===== config.mk =====
export PLATFORM = sky130hd
export DESIGN_NAME = lsu_ctrl
export DESIGN_NICKNAME = d
export VERILOG_FILES = /design/src/rtl/lsu_ctrl.sv
export SDC_FILE = /design/constraint.sdc
export NUM_CORES = 1
export LEC_CHECK = 0
export CAP_MARGIN = 30
export CORE_MARGIN = 1
export CORE_UTILIZATION = 35
export DETAILED_ROUTE_END_ITERATION = 10
export GPL_ROUTABILITY_DRIVEN = 0
export GPL_TIMING_DRIVEN = 0
export PLACE_DENSITY = 0.63
export SETUP_SLACK_MARGIN = 0.15
export SLEW_MARGIN = 20
export SYNTH_ARGS = -nofsm -noshare
export SYNTH_HDL_FRONTEND = slang
export SYNTH_SLANG_ARGS = --single-unit

===== constraint.sdc =====
create_clock -name clk -period 15.6 [get_ports clk]
set_input_delay 4.68 -clock clk [delete_from_list [all_inputs] [get_ports clk]]
set_output_delay 4.68 -clock clk [all_outputs]
set_load 0.01 [all_outputs]

===== src/rtl/lsu_ctrl.sv =====
// Load/store sequencer: computes ea = base + imm, checks encoding/alignment/range, issues one memory access.
// Done follows the accepted start by 1 cycle (fault), 2 (store) or 3 (load); start outside IDLE is dropped.
module lsu_ctrl #(
  parameter int unsigned MEM_ADDR_BITS = 20,
  parameter logic [31:0] CONSOLE_ADDR  = 32'h1300_0000
) (
  input  logic        clk,
  input  logic        reset,
  input  logic        start,
  input  logic        is_store,
  input  logic [2:0]  funct3,
  input  logic [31:0] base,
  input  logic [31:0] imm,
  input  logic [31:0] store_data,
  output logic [31:0] mem_addr,
  output logic [31:0] mem_wdata,
  output logic [3:0]  mem_op,
  input  logic [31:0] mem_rdata,
  output logic        busy,
  output logic        done,
  output logic [31:0] load_result,
  output logic [1:0]  fault,
  output logic [31:0] fault_addr
);

  localparam logic [3:0] MEMOP_NON = 4'd0;
  localparam logic [3:0] MEMOP_LB  = 4'd1;
  localparam logic [3:0] MEMOP_LH  = 4'd2;
  localparam logic [3:0] MEMOP_LW  = 4'd3;
  localparam logic [3:0] MEMOP_LBU = 4'd4;
  localparam logic [3:0] MEMOP_LHU = 4'd5;
  localparam logic [3:0] MEMOP_SB  = 4'd6;
  localparam logic [3:0] MEMOP_SH  = 4'd7;
  localparam logic [3:0] MEMOP_SW  = 4'd8;

  localparam logic [1:0] FAULT_NONE    = 2'd0;
  localparam logic [1:0] FAULT_ALIGN   = 2'd1;
  localparam logic [1:0] FAULT_ACCESS  = 2'd2;
  localparam logic [1:0] FAULT_ILLEGAL = 2'd3;

  typedef enum logic [1:0] {
    IDLE    = 2'd0,
    ACCESS  = 2'd1,
    CAPTURE = 2'd2,
    DONE    = 2'd3
  } state_t;

  state_t      state, state_nxt;
  logic        is_load_q, is_load_nxt;
  logic [31:0] mem_addr_nxt, mem_wdata_nxt, load_result_nxt, fault_addr_nxt;
  logic [3:0]  mem_op_nxt;
  logic [1:0]  fault_nxt;

  logic [31:0] ea;
  logic [3:0]  req_op;
  logic        req_legal, req_misaligned, req_console, req_out_of_range;
  logic [1:0]  req_fault;

  // Request decode; operates on the live inputs because they are only consumed in IDLE.
  always_comb begin
    ea        = base + imm;
    req_op    = MEMOP_NON;
    req_legal = 1'b1;
    if (is_store) begin
      unique case (funct3)
        3'd0:    req_op = MEMOP_SB;
        3'd1:    req_op = MEMOP_SH;
        3'd2:    req_op = MEMOP_SW;
        default: req_legal = 1'b0;
      endcase
    end else begin
      unique case (funct3)
        3'd0:    req_op = MEMOP_LB;
        3'd1:    req_op = MEMOP_LH;
        3'd2:    req_op = MEMOP_LW;
        3'd4:    req_op = MEMOP_LBU;
        3'd5:    req_op = MEMOP_LHU;
        default: req_legal = 1'b0;
      endcase
    end

    req_misaligned   = ((funct3[1:0] == 2'd1) && ea[0]) ||
                       ((funct3[1:0] == 2'd2) && (ea[1:0] != 2'b00));
    req_console      = is_store && (funct3 == 3'd0) && (ea == CONSOLE_ADDR);
    req_out_of_range = (ea[31:MEM_ADDR_BITS] != '0) && !req_console;

    if (!req_legal)            req_fault = FAULT_ILLEGAL;
    else if (req_misaligned)   req_fault = FAULT_ALIGN;
    else if (req_out_of_range) req_fault = FAULT_ACCESS;
    else                       req_fault = FAULT_NONE;
  end

  always_comb begin
    state_nxt       = state;
    is_load_nxt     = is_load_q;
    mem_op_nxt      = mem_op;
    mem_addr_nxt    = mem_addr;
    mem_wdata_nxt   = mem_wdata;
    load_result_nxt = load_result;
    fault_nxt       = fault;
    fault_addr_nxt  = fault_addr;

    unique case (state)
      IDLE: begin
        if (start) begin
          is_load_nxt = !is_store;
          fault_nxt   = req_fault;
          if (req_fault != FAULT_NONE) begin
            fault_addr_nxt = ea;
            state_nxt      = DONE;
          end else begin
            mem_op_nxt    = req_op;
            mem_addr_nxt  = ea;
            mem_wdata_nxt = store_data;
            state_nxt     = ACCESS;
          end
        end
      end
      ACCESS: begin
        // Memory samples the op at this closing edge; drop it so it is seen exactly once.
        mem_op_nxt = MEMOP_NON;
        state_nxt  = is_load_q ? CAPTURE : DONE;
      end
      CAPTURE: begin
        // data_out is only valid for this one cycle before the memory clears it.
        load_result_nxt = mem_rdata;
        state_nxt       = DONE;
      end
      DONE: begin
        state_nxt = IDLE;
      end
      default: begin
        state_nxt = IDLE;
      end
    endcase
  end

  always_ff @(posedge clk or posedge reset) begin
    if (reset) begin
      state       <= IDLE;
      is_load_q   <= 1'b0;
      mem_op      <= MEMOP_NON;
      mem_addr    <= '0;
      mem_wdata   <= '0;
      load_result <= '0;
      fault       <= FAULT_NONE;
      fault_addr  <= '0;
    end else begin
      state       <= state_nxt;
      is_load_q   <= is_load_nxt;
      mem_op      <= mem_op_nxt;
      mem_addr    <= mem_addr_nxt;
      mem_wdata   <= mem_wdata_nxt;
      load_result <= load_result_nxt;
      fault       <= fault_nxt;
      fault_addr  <= fault_addr_nxt;
    end
  end

  assign busy = (state == ACCESS) || (state == CAPTURE);
  assign done = (state == DONE);

endmodule


==> flow_summary.ini, run 1 <==
[status]
status = completed

[critical_path]
critical_path.slowest_cell = o41ai_2
cp-startpoint = base[0]
r2r-start = state[0]
cp-end-kind = register
crit_path_max_fanout = 10
max_stage_delay_ps = 630
worst-endpoint-required_ps = 15900
crit_path_start_kind = primary input
rrSetupSlack_ps = 13450
crit_type = primary input to register
crit_chain = clkdlybuf4s50_1 > ha_1 > fa_1 > nand3_1 > a211oi_2 > a211oi_1 > o41ai_2 > nor2_1 > a311oi_2 > nand3_1 > o21ai_2 > nand3_2 > buf_6 > buf_6 > mux2_4
worstPathArrival_ps = 8950

[global_routing]
grt_max_degree = 81
overflow = 0
antenna_found_initial = 0
grt_use_total = 0.200
grt_pass1_vias = 6292
grt_pass1_wl_um = 33900

[sta]
fin_crit_sh = 0.555
rsz0062_at_grt = no
slew_headroom = 0.545
hold_viol_final = 0
whs_ps = 483
fin_tns_setup_ps = 0
clock_skew_ps = 11.6
timing.fmax_mhz = 115
setup_viol_count_final = 0
fin_crit_ps = 8660
tightest_slew_ps = 665
worst_slack_ps = 6940
drv_slew = 0

[synthesis]
syn_inst = 674
synth-edff-count = 0
synth.avg_cell_area_um2 = 11.1
synth_ff_type = dfrtp_1
ys_types = 62
async_flop_share = 1.00
synth_nets = 846
synth_warnings = 0
seq_area_frac_synth = 0.459
synth_area_um2 = 7470
synth_seq_cells = 137

[cells_and_area]
multiInputGateArea_um2 = 3810
layout-drive-gt1-share = 0.178
syn_to_final_growth_pct = 49.3
nets = 1135
diodes = 0
regArea_um2 = 3430
fillers = 1912

[route]
drcViolationCount = 0
wire_per_inst_um = 17.4
drtAntennaViolNets = 0
drt_pre_antenna_iters = 4
avgViaCountPerCell = 5.03
via_count = 6286
wl_um = 21700
drt_iter0_markers = 248

[cts]
cts_tree = built
insertion_delay_ps = 420
post_cts_resized = 0
h-tree-depth = 4
cts_made_buffers = 17
cts_sinks = 137
hold_buffers = 0
cts_buffer_depth = 2
cts_setup_buffers = 0
cts_root_buffer = clkbuf_16
path_clk_slew_ps = 60

[power_and_ir_drop]
irDropWorstVdd_mv = 0.0724
p_leak_nw = 4.87
total_power_mw = 1.50
p_per_area_nw_per_um2 = 134

[floorplanning]
dieArea_um2 = 21900
die_h_um = 148
core-area_um2 = 21000
dieWidth_um = 148
fp-row-count = 53
start_util = 0.357
pin_count = 271

[placement]
place_ws_ps = 6490
hpwl_um = 17000
io_buffers = 269

[worst_hold_path]
hp-class = register to register
worstHoldStart = mem_addr[27]

[flow_run]
cap_violations = 0
==> Yosys cell counts (4+ instances only) <==
cell,n,area [µm²]
a211oi_1,7,52.6
xor2_1,9,78.8
clkbuf_1,13,48.8
o21ai_0,30,150
dfrtp_1,137,3430
o21a_1,5,37.5
mux2i_1,5,50.1
o21bai_1,5,37.5
xnor2_1,13,114
or3_1,5,31.3
nor4_1,4,25.0
and2_1,14,87.6
a21oi_1,38,190
nand2_1,45,169
inv_1,20,75.1
a31oi_1,11,68.8
ha_1,36,450
mux2_4,7,105
nand3_1,10,50.1
mux2_2,103,1160
nand4_1,13,81.3
nor2_1,32,120
a21o_1,11,82.6
nor3_1,11,55.1
buf_2,15,75.1
o21ai_1,4,20.0
==> metal layers <==
layer	track usage	part of all wire
met4	0.0479	0.0093
met1	0.249	0.44
met3	0.0589	0.074
met2	0.340	0.48
met5	0	0
==> worst max-delay path: cells and delay by family <==
family | cells | cell delay [ps]
muxes | 1 | 300
adders and majority gates | 2 | 460
buffers and inverters | 3 | 890
AOI/OAI and AO/OA | 5 | 1900
and+or+nand+nor | 4 | 700
==> path summary, 6_finish.rpt <==
| kind | cells after the start | to |
|---|---|---|
| worst max-delay path | 15 | mem_wdata[3] |
| worst min-delay path | 1 | mem_addr[27] |
| worst max register to register | 6 | fault_addr[19] |
| worst min register to register | 1 | mem_addr[27] |
| max in group asynchronous | 3 | is_load_q |
| min in group asynchronous | 2 | load_result[9] |
==> logic make-up after synthesis <==
family,Yosys count,share of synthesized area
buffers and inverters,53,0.0311
and+or+nand+nor,156,0.105
muxes,115,0.176
AOI/OAI and AO/OA,154,0.141
xor gates and xnor gates,22,0.0258
DFF,137,0.459
adders and majority gates,37,0.0629
==> sequential cells by signal, indices dropped and copies added (netlist names) <==
name         flops
fault_addr      32
mem_op           4
state            2
fault            2
is_load_q        1
mem_addr        32
load_result     32
mem_wdata       32
==> where the power goes <==
part,internal (mW),total (mW),switching (mW)
Clock,0.255,0.426,0.171
Sequential,0.448,0.495,0.0472
Combinational,0.324,0.579,0.256
==> final cells by class <==
cell class,instances,area share
Multi-Input combinational cell,484,0.342
Sequential cell,137,0.307
Timing Repair Buffer,270,0.244
Clock buffer,17,0.0381
Tap cell,275,0.0308
Clock inverter,14,0.0167
Buffer,33,0.0141
Inverter,20,0.00740
==> metrics by stage <==
step / utilization / std cells / instance area, µm²
finish: 0.532 / 1250 / 11200
global route: 0.532 / 1250 / 11200
CTS: 0.532 / 1250 / 11200
detailed placement: 0.503 / 1219 / 10500
global placement: 0.502 / 1218 / 10500
floorplan: - / 674 / 7470
==> cell usage in the layout (no fill, tap or decap), types with 4 or more instances in the layout <==
cell / count
xnor2_1: 13
a21oi_1: 38
clkbuf_16: 17
inv_6: 4
buf_2: 15
xor2_1: 9
a211oi_1: 7
mux2_2: 103
mux2i_1: 5
clkdlybuf4s50_1: 269
and2_1: 14
o21ai_0: 30
o21ai_1: 4
a31oi_1: 11
nor4_1: 4
nand4_1: 13
o21bai_1: 5
o21a_1: 5
a21o_1: 11
nand3_1: 10
mux2_4: 7
inv_1: 19
nor3_1: 11
clkbuf_1: 13
nand2_1: 45
nor2_1: 32
dfrtp_1: 137
ha_1: 36
or3_1: 5
Note: power is estimated with default switching activity, not from simulation.
==> run 2: changes to the inputs <==
- PLACE_DENSITY: 0.63 -> 0.66
- clock period: 15.6 -> 6.9 ns (I/O delays scaled with it)
==> run 2 against run 1 <==
Sequential cell count unchanged. Critical path depth down 1. Critical endpoint is now fault_addr[19]. Clock power grew 130%. Clock skew fell by 1.8 ps. Design area is 0.21% higher. Sequential share of layout area decreased by 0.065 points. Wire length fell by 0.95%. Largest cell class unchanged.
==> flow_summary.ini, run 2 (synthesis gave the netlist of run 1 again) <==
[route]
drt_iter0_markers = 257
drt_pre_antenna_iters = 5
wire_per_inst_um = 17.2
drcViolationCount = 0
via_count = 6370
avgViaCountPerCell = 5.09
drtAntennaViolNets = 0
wl_um = 21500

[cts]
path_clk_slew_ps = 70
cts_sinks = 137
cts_setup_buffers = 0
cts_buffer_depth = 2
cts_tree = built
cts_root_buffer = clkbuf_16
insertion_delay_ps = 430
hold_buffers = 0
h-tree-depth = 4
post_cts_resized = 0
cts_made_buffers = 17

[floorplanning]
dieWidth_um = 148
dieArea_um2 = 21900
pin_count = 271
start_util = 0.357
core-area_um2 = 21000
die_h_um = 148
fp-row-count = 53

[power_and_ir_drop]
p_comb_frac = 0.382
irDropWorstVdd_mv = 0.232
swShare = 0.318
p_leak_nw = 4.88
p_seq_frac = 0.328
clockPowerShare = 0.290
p_sw_mw = 1.09
p_per_area_nw_per_um2 = 306
p_int_mw = 2.33

[cells_and_area]
diodes = 0
final_common_cell = clkdlybuf4s50_1
nets = 1135
fin_util = 0.534
syn_to_final_growth_pct = 49.6
layout_common_cells = clkdlybuf4s50_1, dfrtp_1, mux2_2
layout-drive-gt1-share = 0.179

[sta]
rsz0062_at_grt = no
hold_viol_final = 0
fin_crit_sh = 0.875
tightest_slew_ps = 652
fin_crit_ps = 6030
timing.fmax_mhz = 166
clock_skew_ps = 9.83
fin_tns_setup_ps = 0
setup_viol_count_final = 0
drv_slew = 0
worst_slack_ps = 866
whs_ps = 485
slew_headroom = 0.561

[critical_path]
cp-end-kind = register
worstPathArrival_ps = 6340
crit_path_end = fault_addr[19]
crit_path_max_fanout = 10
worst-endpoint-required_ps = 7210
rrSetupSlack_ps = 4690
crit_path_start_kind = primary input
regToRegEndpoint = fault_addr[19]
max_stage_delay_ps = 670
critical_path.slowest_cell = o41ai_2
reg2reg_depth = 6
crit_chain = clkdlybuf4s50_1 > ha_1 > fa_1 > nand3_1 > a211oi_2 > a211oi_1 > o41ai_2 > nor2_1 > a311oi_2 > or3_1 > o21ai_2 > a31oi_1 > buf_2 > mux2_2
r2r-start = state[0]
crit_type = primary input to register
cp-startpoint = base[0]

[global_routing]
grt_use_total = 0.197
grt_pass1_wl_um = 33400
grt_max_degree = 78
grt_pass1_vias = 6263
overflow = 0
antenna_found_initial = 0

[placement]
io_buffers = 269
hpwl_um = 16700
place_ws_ps = 445

[flow_run]
cap_violations = 0

[status]
status = completed

[worst_hold_path]
hp-class = register to register
## run 2: cell count changes in the layout (fill, tap and decap cells not counted)
cell	delta
clkinv_2	-1
clkinv_4	-1
clkinv_8	+1
clkinvlp_4	+1
inv_6	-1
inv_8	+2
## run 2: worst max-delay path: cells and delay by family
family,cells,cell delay (ps)
simple gates,3,510
fa+ha+maj,2,460
mux,1,370
buf+inv,2,850
compound gates,6,2070
## run 2: stage by stage
| step | std cells | instance area, µm² | power [mW] |
|---|---|---|---|
| 6_report | 1251 | 11200 | 3.42 |
| 3_3_place_gp | 1218 | 10500 | 2.43 |
| 3_5_place_dp | 1219 | 10500 | 2.45 |
| 4_1_cts | 1251 | 11200 | 3.46 |
| 5_1_grt | 1251 | 11200 | 3.61 |
| 2_1_floorplan | 674 | 7470 | 1.78 |
## run 2: layout make-up
| type | instances | area (µm²) |
|---|---|---|
| Fill cell | 1900 | 9770 |
| Clock inverter | 15 | 210 |
| Sequential cell | 137 | 3430 |
| Buffer | 33 | 158 |
| Timing Repair Buffer | 270 | 2720 |
| Tap cell | 275 | 344 |
| Inverter | 20 | 82.6 |
| Multi-Input combinational cell | 484 | 3810 |
| Clock buffer | 17 | 425 |
## run 2: how the worst min path moves through the flow
stage | start | end | slack, ps | cells past startpoint
after detailed placement | mem_addr[29] | mem_addr[29] | 470 | 1
after floorplan | is_load_q | is_load_q | 450 | 2
after global placement | is_load_q | is_load_q | 470 | 2
after CTS | mem_addr[26] | mem_addr[26] | 490 | 1
after global routing | mem_addr[29] | mem_addr[29] | 500 | 1
final | mem_addr[26] | mem_addr[26] | 480 | 1
## run 2: routing by layer
metal / track usage / share of wire / vias to the layer above
met3: 0.0641 / 0.084 / 30
met1: 0.246 / 0.43 / 3011
met5: 0 / 0 / -
met2: 0.322 / 0.47 / 280
met4: 0.0639 / 0.018 / 0
li1: - / - / 3049
## run 2: power by group through the flow
stage	Sequential, mW	Clock [mW]	Combinational [mW]
after global placement	1.13	0	1.31
after detailed placement	1.14	0	1.32
after CTS	1.13	1.01	1.32
after floorplan	1.22	0	0.559
final	1.12	0.992	1.30
after global routing	1.15	1.05	1.41
==> run 3: changes to the inputs <==
- ABC_AREA: unset -> 1
- PLACE_DENSITY: 0.66 -> 0.65
==> run 3 against run 2 <==
Die area grew 6.7%. Register-to-register slack gained 110 ps. Utilization shrank 0.43 points. Non-clock buffer count shrank 5. Critical path type unchanged.
==> flow_summary.ini, run 3 <==
[synthesis]
ys_top_cells_by_count = nand2_1, inv_1, dfrtp_1
synth_area_um2 = 7980
synth_warnings = 0
synth_area_leaders = dfrtp_1, nand2_1, inv_1
syn_inst = 1074
synth_nets = 1246
async_flop_share = 1.00
synth.avg_cell_area_um2 = 7.43
yosysMostFrequentCell = nand2_1
seq_area_frac_synth = 0.430
synth_seq_cells = 137
synth_ff_type = dfrtp_1
ys_types = 35
synth-edff-count = 0
synth_largest_area_cell = dfrtp_1
synth_top_area_frac = 0.430

[route]
avgViaCountPerCell = 4.70
drcViolationCount = 0
wire_per_inst_um = 14.8
wl_met2_um = 12700
drt_pre_antenna_iters = 5
wl_met3_um = 1290
drtAntennaViolNets = 0
drt_iter0_markers = 346
routed.top_layer = met5
wl_um = 24600
via_count = 7782
drt-met1-wl_um = 10300

[cts]
cts_setup_buffers = 0
cts_sinks = 137
cts_root_buffer = clkbuf_16
insertion_delay_ps = 410
path_clk_slew_ps = 60
h-tree-depth = 4
post_cts_resized = 0
cts_tree = built
hold_buffers = 0
cts_buffer_depth = 2
cts_made_buffers = 17

[sta]
hold_viol_final = 0
fin_crit_sh = 0.731
clock_skew_ps = 12.3
drv_slew = 0
timing.fmax_mhz = 198
slew_headroom = 0.630
setup_viol_count_final = 0
tightest_slew_ps = 555
fin_crit_ps = 5040
rsz0062_at_grt = no

[flow_run]
cap_violations = 0

[cells_and_area]
stdcell_area_um2 = 11700
syn_to_final_growth_pct = 46.5
diodes = 0
layout_common_cells = nand2_1, clkdlybuf4s50_1, inv_1
regArea_um2 = 3430
multiInputGateArea_um2 = 3720
fillers = 2117
layout-drive-gt1-share = 0.0690
final_common_cell = nand2_1
nets = 1536

[power_and_ir_drop]
total_power_mw = 3.42
p_comb_frac = 0.388
p_sw_mw = 1.11
p_leak_nw = 5.88
p_seq_frac = 0.329
swShare = 0.324
p_int_mw = 2.31
p_per_area_nw_per_um2 = 293
clockPowerShare = 0.284
irDropWorstVdd_mv = 0.194

[floorplanning]
fp-row-count = 54
start_util = 0.361
pin_count = 271
core-area_um2 = 22100
dieArea_um2 = 23400
dieWidth_um = 153
die_h_um = 153

[critical_path]
worst-endpoint-required_ps = 7170
cp-end-kind = register
worstPathArrival_ps = 5310
crit_type = primary input to register
crit_path_max_fanout = 10
crit_path_start_kind = primary input

[global_routing]
grt_pass1_vias = 7635
grt_pass1_wl_um = 39500
overflow = 0
antenna_found_initial = 2
grt_max_degree = 79
grt_use_total = 0.216

[placement]
postPlaceCellArea_um2 = 11100
hpwl_um = 20100
io_buffers = 270

[status]
status = completed

[worst_hold_path]
hp-class = register to register
run 3: changes by cell type after synthesis, sizes merged, moves of 10 or more:
cell / before / now
a21oi: 40 / 23
a21o: 11 / 0
o21ai: 35 / 67
nor2: 33 / 79
nand2: 45 / 372
xnor2: 13 / 0
mux2: 110 / 32
and2: 14 / 0
a31oi: 11 / 1
nand3: 11 / 82
inv: 20 / 175
run 3: final cells by class:
| type | instances | share of cell area |
|---|---|---|
| timing repair buffer | 271 | 0.233 |
| clock buffer | 19 | 0.0370 |
| tap | 280 | 0.0300 |
| multi-input combinational | 734 | 0.318 |
| sequential | 137 | 0.293 |
| buffer | 27 | 0.0148 |
| clock inverter | 13 | 0.0163 |
| inverter | 176 | 0.0571 |
run 3: per-stage QoR:
| stage | util | setup WS (ps) | hold WS [ps] | TNS, ps | std cells |
|---|---|---|---|---|---|
| after floorplan | - | 1160 | 454 | 0 | 1074 |
| after global placement | 0.499 | -888 | 448 | -120430 | 1624 |
| after detailed placement | 0.501 | 1450 | 452 | 0 | 1625 |
| after CTS | 0.529 | 1860 | 469 | 0 | 1657 |
| after global routing | 0.529 | 1600 | 487 | 0 | 1657 |
| final | 0.529 | 1860 | 462 | 0 | 1657 |
run 3: cells by family after synthesis:
| group | after synthesis | share of synthesized area |
|---|---|---|
| mux | 32 | 0.0451 |
| simple gates | 562 | 0.292 |
| xor+xnor | 6 | 0.00658 |
| fa+ha+maj | 37 | 0.0589 |
| buf+inv | 203 | 0.104 |
| flops | 137 | 0.430 |
| compound gates | 97 | 0.0635 |
run 3: path summary, 6_finish.rpt:
path	cells after the start	end	slack (ps)	from
min reg2reg	2	mem_addr[22]	460	mem_addr[22]
min	2	mem_addr[22]	460	mem_addr[22]
min in group asynchronous	2	mem_wdata[16]	2080	reset
max reg2reg	9	mem_addr[5]	4800	state[0]
max	21	mem_addr[5]	1860	base[0]
max in group asynchronous	3	fault_addr[19]	4070	reset
run 3: metal layers:
| metal | track usage | vias to the layer above |
|---|---|---|
| met2 | 0.408 | 218 |
| met5 | 0 | - |
| met3 | 0.0448 | 19 |
| met4 | 0.0596 | 2 |
| met1 | 0.244 | 3602 |
| li1 | - | 3941 |
run 3: critical path: stages:
cell and delay, ps:
clkdlybuf4s50_1 410, ha_1 270, fa_1 460, nand3_1 110, nand3_1 120, nand2_1 110, nand2_1 70, nand2_1 110
nand2_1 140, nand3_1 140, nand2_1 70, nand2_1 60, nand2_1 80, nor2_1 110, nand2_1 90, nor2_4 220
nand3_4 160, buf_6 200, buf_6 150, nand2_1 70, o21ai_1 70
run 3: power groups by stage:
| stage | Sequential [mW] | Clock [mW] | Combinational (mW) |
|---|---|---|---|
| detailed placement | 1.14 | 0 | 1.34 |
| finish | 1.13 | 0.972 | 1.33 |
| CTS | 1.13 | 0.986 | 1.34 |
| global route | 1.15 | 1.02 | 1.45 |
| global placement | 1.13 | 0 | 1.32 |
| floorplan | 1.22 | 0 | 0.564 |
